## config.mk

```make
export PLATFORM = sky130hd
export DESIGN_NAME = shift_sequencer
export DESIGN_NICKNAME = d
export VERILOG_FILES = /design/src/rtl/shift_sequencer.sv
export SDC_FILE = /design/constraint.sdc
export NUM_CORES = 1
export LEC_CHECK = 0
export CAP_MARGIN = 20
export CORE_ASPECT_RATIO = 0.5
export CORE_MARGIN = 2
export CORE_UTILIZATION = 43
export DETAILED_ROUTE_END_ITERATION = 7
export PLACE_DENSITY_LB_ADDON = 0.12
export REMOVE_ABC_BUFFERS = 1
export SLEW_MARGIN = 30
export SYNTH_ARGS = -nofsm -noshare
export SYNTH_HDL_FRONTEND = slang
export SYNTH_SLANG_ARGS = --single-unit
```

## constraint.sdc

```tcl
create_clock -name clk -period 1.7 [get_ports clk]
set_input_delay 0.34 -clock clk [delete_from_list [all_inputs] [get_ports clk]]
set_output_delay 0.34 -clock clk [all_outputs]
set_load 0.01 [all_outputs]
```

## src/rtl/shift_sequencer.sv

```systemverilog
// Sequencer that drives the mode-select, serial-in and parallel-load lines of an
// external shift register. The register samples on the falling clk edge, so each
// registered cycle of s is captured exactly once.
//
// Ports:
//   clk      - clock; all state updates on the rising edge
//   reset    - asynchronous active-low reset
//   start    - command strobe, accepted only in IDLE
//   cmd      - 00 nop, 01 shift left, 10 shift right, 11 parallel load
//   amt      - shift count, 0 means WIDTH shifts
//   rot      - rotate instead of serial fill for shift commands
//   fill     - serial fill bit when rot=0
//   din      - parallel load data
//   reg_q    - present value of the controlled register
//   s        - register mode: 00 hold, 01 left, 10 right, 11 load (registered)
//   r        - serial input to the register (combinational)
//   ld_data  - parallel data to the register (registered)
//   busy     - high while a load or shift is being issued (registered)
//   done     - one-cycle completion pulse (registered)
//   remain   - shifts still to be issued (registered)
module shift_sequencer #(
  parameter int unsigned WIDTH = 8
) (
  input  logic             clk,
  input  logic             reset,
  input  logic             start,
  input  logic [1:0]       cmd,
  input  logic [2:0]       amt,
  input  logic             rot,
  input  logic             fill,
  input  logic [WIDTH-1:0] din,
  input  logic [WIDTH-1:0] reg_q,
  output logic [1:0]       s,
  output logic             r,
  output logic [WIDTH-1:0] ld_data,
  output logic             busy,
  output logic             done,
  output logic [3:0]       remain
);

  localparam int unsigned CNT_W = 4;

  typedef enum logic [1:0] {
    IDLE  = 2'd0,
    LOAD  = 2'd1,
    SHIFT = 2'd2,
    DONE  = 2'd3
  } state_t;

  state_t             state, state_nxt;
  logic [1:0]         s_nxt;
  logic [WIDTH-1:0]   ld_nxt;
  logic               busy_nxt, done_nxt;
  logic [CNT_W-1:0]   remain_nxt;
  logic               left_q, left_nxt;
  logic               rot_q, rot_nxt;
  logic               fill_q, fill_nxt;

  // Only the end bits of the register feed the rotate path.
  logic unused_reg_bits;
  assign unused_reg_bits = ^reg_q;

  // State and registered outputs.
  always_ff @(posedge clk or negedge reset) begin
    if (!reset) begin
      state   <= IDLE;
      s       <= 2'b00;
      ld_data <= '0;
      busy    <= 1'b0;
      done    <= 1'b0;
      remain  <= '0;
      left_q  <= 1'b0;
      rot_q   <= 1'b0;
      fill_q  <= 1'b0;
    end else begin
      state   <= state_nxt;
      s       <= s_nxt;
      ld_data <= ld_nxt;
      busy    <= busy_nxt;
      done    <= done_nxt;
      remain  <= remain_nxt;
      left_q  <= left_nxt;
      rot_q   <= rot_nxt;
      fill_q  <= fill_nxt;
    end
  end

  // Next state and next values of the registered outputs.
  always_comb begin
    state_nxt  = state;
    s_nxt      = 2'b00;
    ld_nxt     = ld_data;
    busy_nxt   = 1'b0;
    done_nxt   = 1'b0;
    remain_nxt = remain;
    left_nxt   = left_q;
    rot_nxt    = rot_q;
    fill_nxt   = fill_q;

    unique case (state)
      IDLE: begin
        if (start) begin
          unique case (cmd)
            2'b11: begin
              ld_nxt    = din;
              s_nxt     = 2'b11;
              busy_nxt  = 1'b1;
              state_nxt = LOAD;
            end
            2'b01, 2'b10: begin
              left_nxt   = (cmd == 2'b01);
              rot_nxt    = rot;
              fill_nxt   = fill;
              remain_nxt = (amt == 3'd0) ? CNT_W'(WIDTH) : CNT_W'(amt);
              s_nxt      = cmd;
              busy_nxt   = 1'b1;
              state_nxt  = SHIFT;
            end
            default: begin
              done_nxt  = 1'b1;
              state_nxt = DONE;
            end
          endcase
        end
      end
      LOAD: begin
        done_nxt  = 1'b1;
        state_nxt = DONE;
      end
      SHIFT: begin
        remain_nxt = remain - CNT_W'(1);
        // The edge that retires the last shift goes straight to DONE.
        if (remain <= CNT_W'(1)) begin
          remain_nxt = '0;
          done_nxt   = 1'b1;
          state_nxt  = DONE;
        end else begin
          s_nxt    = left_q ? 2'b01 : 2'b10;
          busy_nxt = 1'b1;
        end
      end
      DONE: begin
        state_nxt = IDLE;
      end
      default: begin
        state_nxt = IDLE;
      end
    endcase
  end

  // Serial input: rotate feeds back the outgoing end bit, otherwise the latched fill.
  always_comb begin
    r = 1'b0;
    if (state == SHIFT) begin
      if (rot_q) r = left_q ? reg_q[WIDTH-1] : reg_q[0];
      else       r = fill_q;
    end
  end

endmodule

```

==> impl_metrics.yaml, run 1 <==
power_and_ir_drop:
  powerDensity_nw_per_um2: 1630
  peakVddDrop_mv: 0.957
  leakage_nw: 0.781
clock_network:
  clk_pin_slew_ns: 0.08
  cts_htree_levels: 1
  cts_tree: "yes"
  clkLatencyLatePin_ns: 0.26
  cts_buffer_depth: 2
  cts_buffers: 3
  clkSinkCount: 21
  cts_root_buffer: "clkbuf_8"
  hold_buffers: 0
die:
  die_w_um: 76.6
  die_y_um: 40.3
  core-area_um2: 2550
  die-area_um2: 3080
  std_cell_rows: 13
  initial_core_util_pct: 44.3
  pin_count: 43
logic_synthesis:
  syn-cell-area_um2: 1130
  ys_seq_elements: 21
  async_reset_ff_share_pct: 100
  synth_seq_area_share_pct: 46.4
  yosys.cell_types.count: 26
  synthFlopType: "dfrtp_1"
  synth_cells: 93
  yosys_warnings: 0
  avgSynthCellArea_um2: 12.2
  synth_enable_flop_cells: 0
global_routing:
  grt_max_degree: 22
  grt_pass1_wl_um: 3930
  antenna_found_initial: 0
  grt_pass1_vias: 886
  gr-total-overflow: 0
  grt_usage_pct: 17.2
timing:
  fin_crit_sh_pct: 98.1
  slew_violations: 0
  fmax_mhz: 600
  worst_slew_pin_slew_ns: 0.258
  finalCriticalPeriod_ns: 1.67
  slew_headroom_pct: 82.6
  hold_violations: 0
  setup_viol: 0
  skew_ns: 0.00345
detailed_routing:
  drtAntennaViolNets: 0
  drc: 0
  drt_wl_total_um: 2320
  drt_iter0_markers: 13
  via_per_inst: 4.86
  vias: 885
  first_pass_iters: 4
  wl_per_cell_um: 12.7
setup_path:
  ff2ff_setup_slack_ns: 0.08
  crit_fanout: 5
  worstPathArrival_ns: 1.33
  slowest_stage: "clkdlybuf4s50_1"
  regToRegEndpoint: "remain[0]$_DFFE_PN0P_"
  path_buf_inv: 1
  ff2ff_path_depth: 6
  cp_top_family: "buffers and inverters"
  max_stage_delay_ns: 0.59
  endpoint_kind: "output pin"
  critPathKind: "flip-flop to output pin"
  critical_path_required_ns: 1.36
  startpoint_type: "flip-flop"
  timing.rr.start: "remain[1]$_DFFE_PN0P_"
  cp_cell_sequence: "clkdlybuf4s50_1"
hold_path:
  worstHoldPathType: "input pin to async pin"
layout:
  instances_no_fill: 182
  area_delta_synth_final_pct: 50.4
  fin_nets: 183
  antenna_cells: 0
  fillers: 209
  multi_input_area_um2: 583
  seqCellArea_um2: 527
  drive_gt1_share_pct: 31.0
  finalCoreUtilization_pct: 66.7
place:
  gp_congestion: 0.836
  dp.cells: 176
  hpwl_um: 1840
  io_buffers: 36
outcome:
  status: "finished, final reports clean"
flow_run:
  drv_cap: 0
## worst max-delay path by stage
stage | from | end | slack [ns] | cells after the start
final | remain[3]$_DFFE_PN0P_ | remain[3] | 0.03 | 1
after global routing | remain[1]$_DFFE_PN0P_ | remain[0]$_DFFE_PN0P_ | -0.005 | 6
after CTS | cmd[0] | remain[1]$_DFFE_PN0P_ | 0.01 | 6
after detailed placement | cmd[0] | remain[1]$_DFFE_PN0P_ | -0.34 | 6
after global placement | cmd[0] | remain[1]$_DFFE_PN0P_ | -0.31 | 6
after floorplan | remain[0]$_DFFE_PN0P_ | remain[0]$_DFFE_PN0P_ | 0.16 | 6
## cells by family after synthesis
| logic type | after synthesis | share of synthesized area [%] |
|---|---|---|
| AOI/OAI and AO/OA | 20 | 13.9 |
| adders and majority gates | 11 | 12.2 |
| buffers and inverters | 13 | 4.64 |
| DFF | 21 | 46.4 |
| muxes | 17 | 17.1 |
| and+or+nand+nor | 11 | 5.75 |
## cells in the final DEF, fill, tap and decap left out, types with 2 or more instances in the layout
| cell | instances |
|---|---|
| o21ai_0 | 5 |
| clkdlybuf4s50_1 | 34 |
| nand3_2 | 2 |
| ha_2 | 3 |
| mux2_4 | 2 |
| inv_2 | 3 |
| ha_1 | 7 |
| nand2_1 | 3 |
| nor2_1 | 2 |
| o22ai_1 | 4 |
| clkbuf_8 | 3 |
| inv_1 | 9 |
| buf_4 | 13 |
| mux2_2 | 11 |
| mux2i_1 | 4 |
| dfrtp_1 | 20 |
## sequential cells by signal (all words and copies together) (netlist names)
signal and cells:
rot_q 1, state 2, busy 1, left_q 1
remain 4, s 2, ld_data 8, done 1
fill_q 1
## timing repair
action / 4_1_cts / 5_1_grt
gates cloned: 0 / 0
gates resized for setup: 3 / 10
setup endpoints to repair: 4 / 7
buffers inserted: 0 / 2
pin swaps: 0 / 1
## final cells by class
class | count | share of cell area [%]
Timing Repair Buffer | 49 | 26.7
Inverter | 12 | 2.65
Clock buffer | 3 | 2.42
Clock inverter | 1 | 0.294
Sequential cell | 21 | 30.9
Tap cell | 37 | 2.72
Multi-Input combinational cell | 59 | 34.2
## per-layer routing
| layer | vias up | track usage (%) | part of all wire (%) |
|---|---|---|---|
| met5 | - | 0 | 0 |
| met1 | 416 | 19.6 | 48 |
| met2 | 30 | 31.4 | 46 |
| met4 | 0 | 6.36 | 1.0 |
| li1 | 435 | - | - |
| met3 | 4 | 6.31 | 5.7 |
## synthesized netlist by cell type, drive strengths merged (2+ instances only)
cell    n  area [µm²]
nand2   3        11.3
nor2    2        7.51
nor3b   2        15.0
a21oi   2        10.0
nand3   3        25.0
mux2   13         154
o22ai   4        25.0
mux2i   4        40.0
inv    12        45.0
o21ai   6        30.0
ha     11         138
dfrtp  21         526
## per-stage QoR
step	total power [mW]	setup slack (ns)	setup TNS [ns]	hold WS, ns	cell area [µm²]
after floorplan	1.73	0.161	0	0.0444	1120
after global placement	2.38	-0.307	-2.66	0.485	1610
after detailed placement	2.43	-0.338	-3.02	0.492	1610
after CTS	2.75	0.0121	0	0.433	1670
after global routing	3.01	-0.00503	-0.00503	0.454	1700
final	2.78	0.0326	0	0.424	1700
## power by group
part,internal (mW),switching (mW)
registers,0.738,0.151
logic,0.898,0.673
clock network,0.163,0.159
(Power assumes the default switching activity.)
==> run 2, diff against run 1 <==
- CORE_ASPECT_RATIO: 0.5 -> 1.75
==> run 2 against run 1 <==
Compared with the run above: final cell count down 4.4%; register-to-register slack about the same; clock-buffer cell count unchanged; clock skew shrank 0.00056 ns; clock power rose by 2%; first-iteration DRC count grew 54%; largest power group unchanged.
==> impl_metrics.yaml, run 2 (synthesis gave the netlist of run 1 again) <==
outcome:
  status: "finished, final reports clean"
setup_path:
  timing.rr.start: "remain[0]$_DFFE_PN0P_"
  worstPathArrival_ns: 1.78
  max_stage_delay_ns: 0.49
  cp_top_family: "buffers and inverters"
  critical_path_required_ns: 1.85
  critPathKind: "input pin to flip-flop"
  endpoint_kind: "flip-flop"
  startpoint_type: "input pin"
  crit_fanout: 5
  cp_cell_sequence: "clkdlybuf4s50_1 -> inv_2 -> ha_4 -> nand3_2 -> a21boi_4 -> mux2_4"
  ff2ff_path_depth: 6
  slowest_stage: "clkdlybuf4s50_1"
  regToRegEndpoint: "remain[0]$_DFFE_PN0P_"
  ff2ff_setup_slack_ns: 0.07
  path_buf_inv: 2
timing:
  skew_ns: 0.00289
  fmax_mhz: 614
  setup_viol: 0
  hold_violations: 0
  worst_slew_pin_slew_ns: 0.300
  fin_crit_sh_pct: 95.8
  slew_headroom_pct: 80.0
  finalCriticalPeriod_ns: 1.63
  grt_setup_unrepaired: "no"
  fin_setup_tns_ns: 0
  slew_violations: 0
  fin_hold_ws_ns: 0.421
clock_network:
  clkSinkCount: 21
  cts_root_buffer: "clkbuf_8"
  clk_pin_slew_ns: 0.08
  cts_buffer_depth: 2
  hold_buffers: 0
  cts_htree_levels: 1
  cts_buffers: 3
  cts_tree: "yes"
  clkLatencyLatePin_ns: 0.26
layout:
  antenna_cells: 0
  design_area_um2: 1720
  final_cell_mix: "35 x clkdlybuf4s50_1, 19 x dfrtp_1, 16 x buf_4"
  fin_nets: 186
  largest_reg_flops: 8
  instances_no_fill: 174
  reg_top3: "ld_data: 8 flops, remain: 4 flops"
  final_common_cell: "clkdlybuf4s50_1"
  drive_gt1_share_pct: 32.4
  top_register: "ld_data"
  area_delta_synth_final_pct: 51.6
die:
  die_w_um: 42.8
  initial_core_util_pct: 45.4
  die-area_um2: 3080
  die_y_um: 71.9
  core-area_um2: 2490
  pin_count: 43
  std_cell_rows: 24
power_and_ir_drop:
  peakVddDrop_mv: 0.919
  powerDensity_nw_per_um2: 1650
  swShare_pct: 35.6
  switchingPower_mw: 1.01
  leakage_nw: 0.788
  total_power_mw: 2.83
  p_int_mw: 1.82
  p_comb_share_pct: 56.3
  p_seq_share_pct: 32.0
  clock_power_share_pct: 11.6
place:
  dp.cells: 167
  gp_congestion: 0.830
  hpwl_um: 1920
  place_area_um2: 1620
  io_buffers: 36
hold_path:
  worstHoldPathType: "input pin to async pin"
detailed_routing:
  drc: 0
  vias: 908
  first_pass_iters: 4
  via_per_inst: 5.22
  drt_iter0_markers: 20
  drt_wl_total_um: 2430
  drtAntennaViolNets: 0
  wl_per_cell_um: 14.0
global_routing:
  grt_max_degree: 22
  grt_usage_pct: 17.7
  grt_pass1_vias: 952
  grt_pass1_wl_um: 4150
  antenna_found_initial: 0
  gr-total-overflow: 0
flow_run:
  drv_cap: 0
-- run 2: cell types whose count changed in the layout (fill, tap and decap cells not counted), sizes merged --
| cell | delta |
|---|---|
| clkdlybuf4s50 | +1 |
| dlymetal6s2s | -1 |
| buf | +3 |
-- run 2: how the worst max path moves through the flow --
stage / slack [ns] / endpoint / startpoint / depth (start not counted)
after floorplan: 0.16 / remain[0]$_DFFE_PN0P_ / remain[0]$_DFFE_PN0P_ / 6
after CTS: 0.007 / r / state[0]$_DFFE_PN0P_ / 4
after global routing: 0.003 / remain[1]$_DFFE_PN0P_ / cmd[0] / 6
after global placement: -0.28 / remain[0]$_DFFE_PN0P_ / cmd[0] / 6
final: 0.07 / remain[0]$_DFFE_PN0P_ / cmd[0] / 6
after detailed placement: -0.30 / remain[0]$_DFFE_PN0P_ / cmd[0] / 6
-- run 2: area by class of cell --
cell class	count	area (µm²)
clock buffers	3	41.3
well taps	26	32.5
fillers	186	776
flip-flops and latches	21	528
inverters	12	45.0
multi-input cells	59	589
clock inverters	1	5.00
repair buffers	52	475
-- run 2: per-stage QoR --
step	util [%]	setup slack, ns
2_1_floorplan	-	0.161
5_1_grt	68.9	0.00330
3_5_place_dp	64.8	-0.304
6_report	68.9	0.0714
3_3_place_gp	64.8	-0.276
4_1_cts	67.6	0.00651
-- run 2: what timing repair did --
| item | CTS | global route |
|---|---|---|
| endpoints found under the setup margin | 4 | 7 |
| pin swaps | 1 | 0 |
| gates resized for setup | 4 | 9 |
| setup buffers | 0 | 3 |
-- run 2: power groups by stage --
stage               clock [mW]  sequential [mW]  combinational [mW]
floorplan                    0            0.972               0.753
global placement             0            0.896                1.46
detailed placement           0            0.908                1.52
CTS                      0.338            0.903                1.54
global route             0.357            0.940                1.73
finish                   0.329            0.905                1.59
-- run 2: metal layers --
metal  routed length [µm]  vias up  global-route usage [%]
li1                     -      441                       -
met1                  899      430                    19.9
met2                 1360       33                    32.8
met3                  131        4                    1.76
met4                   43        0                    7.29
met5                    0        -                       0
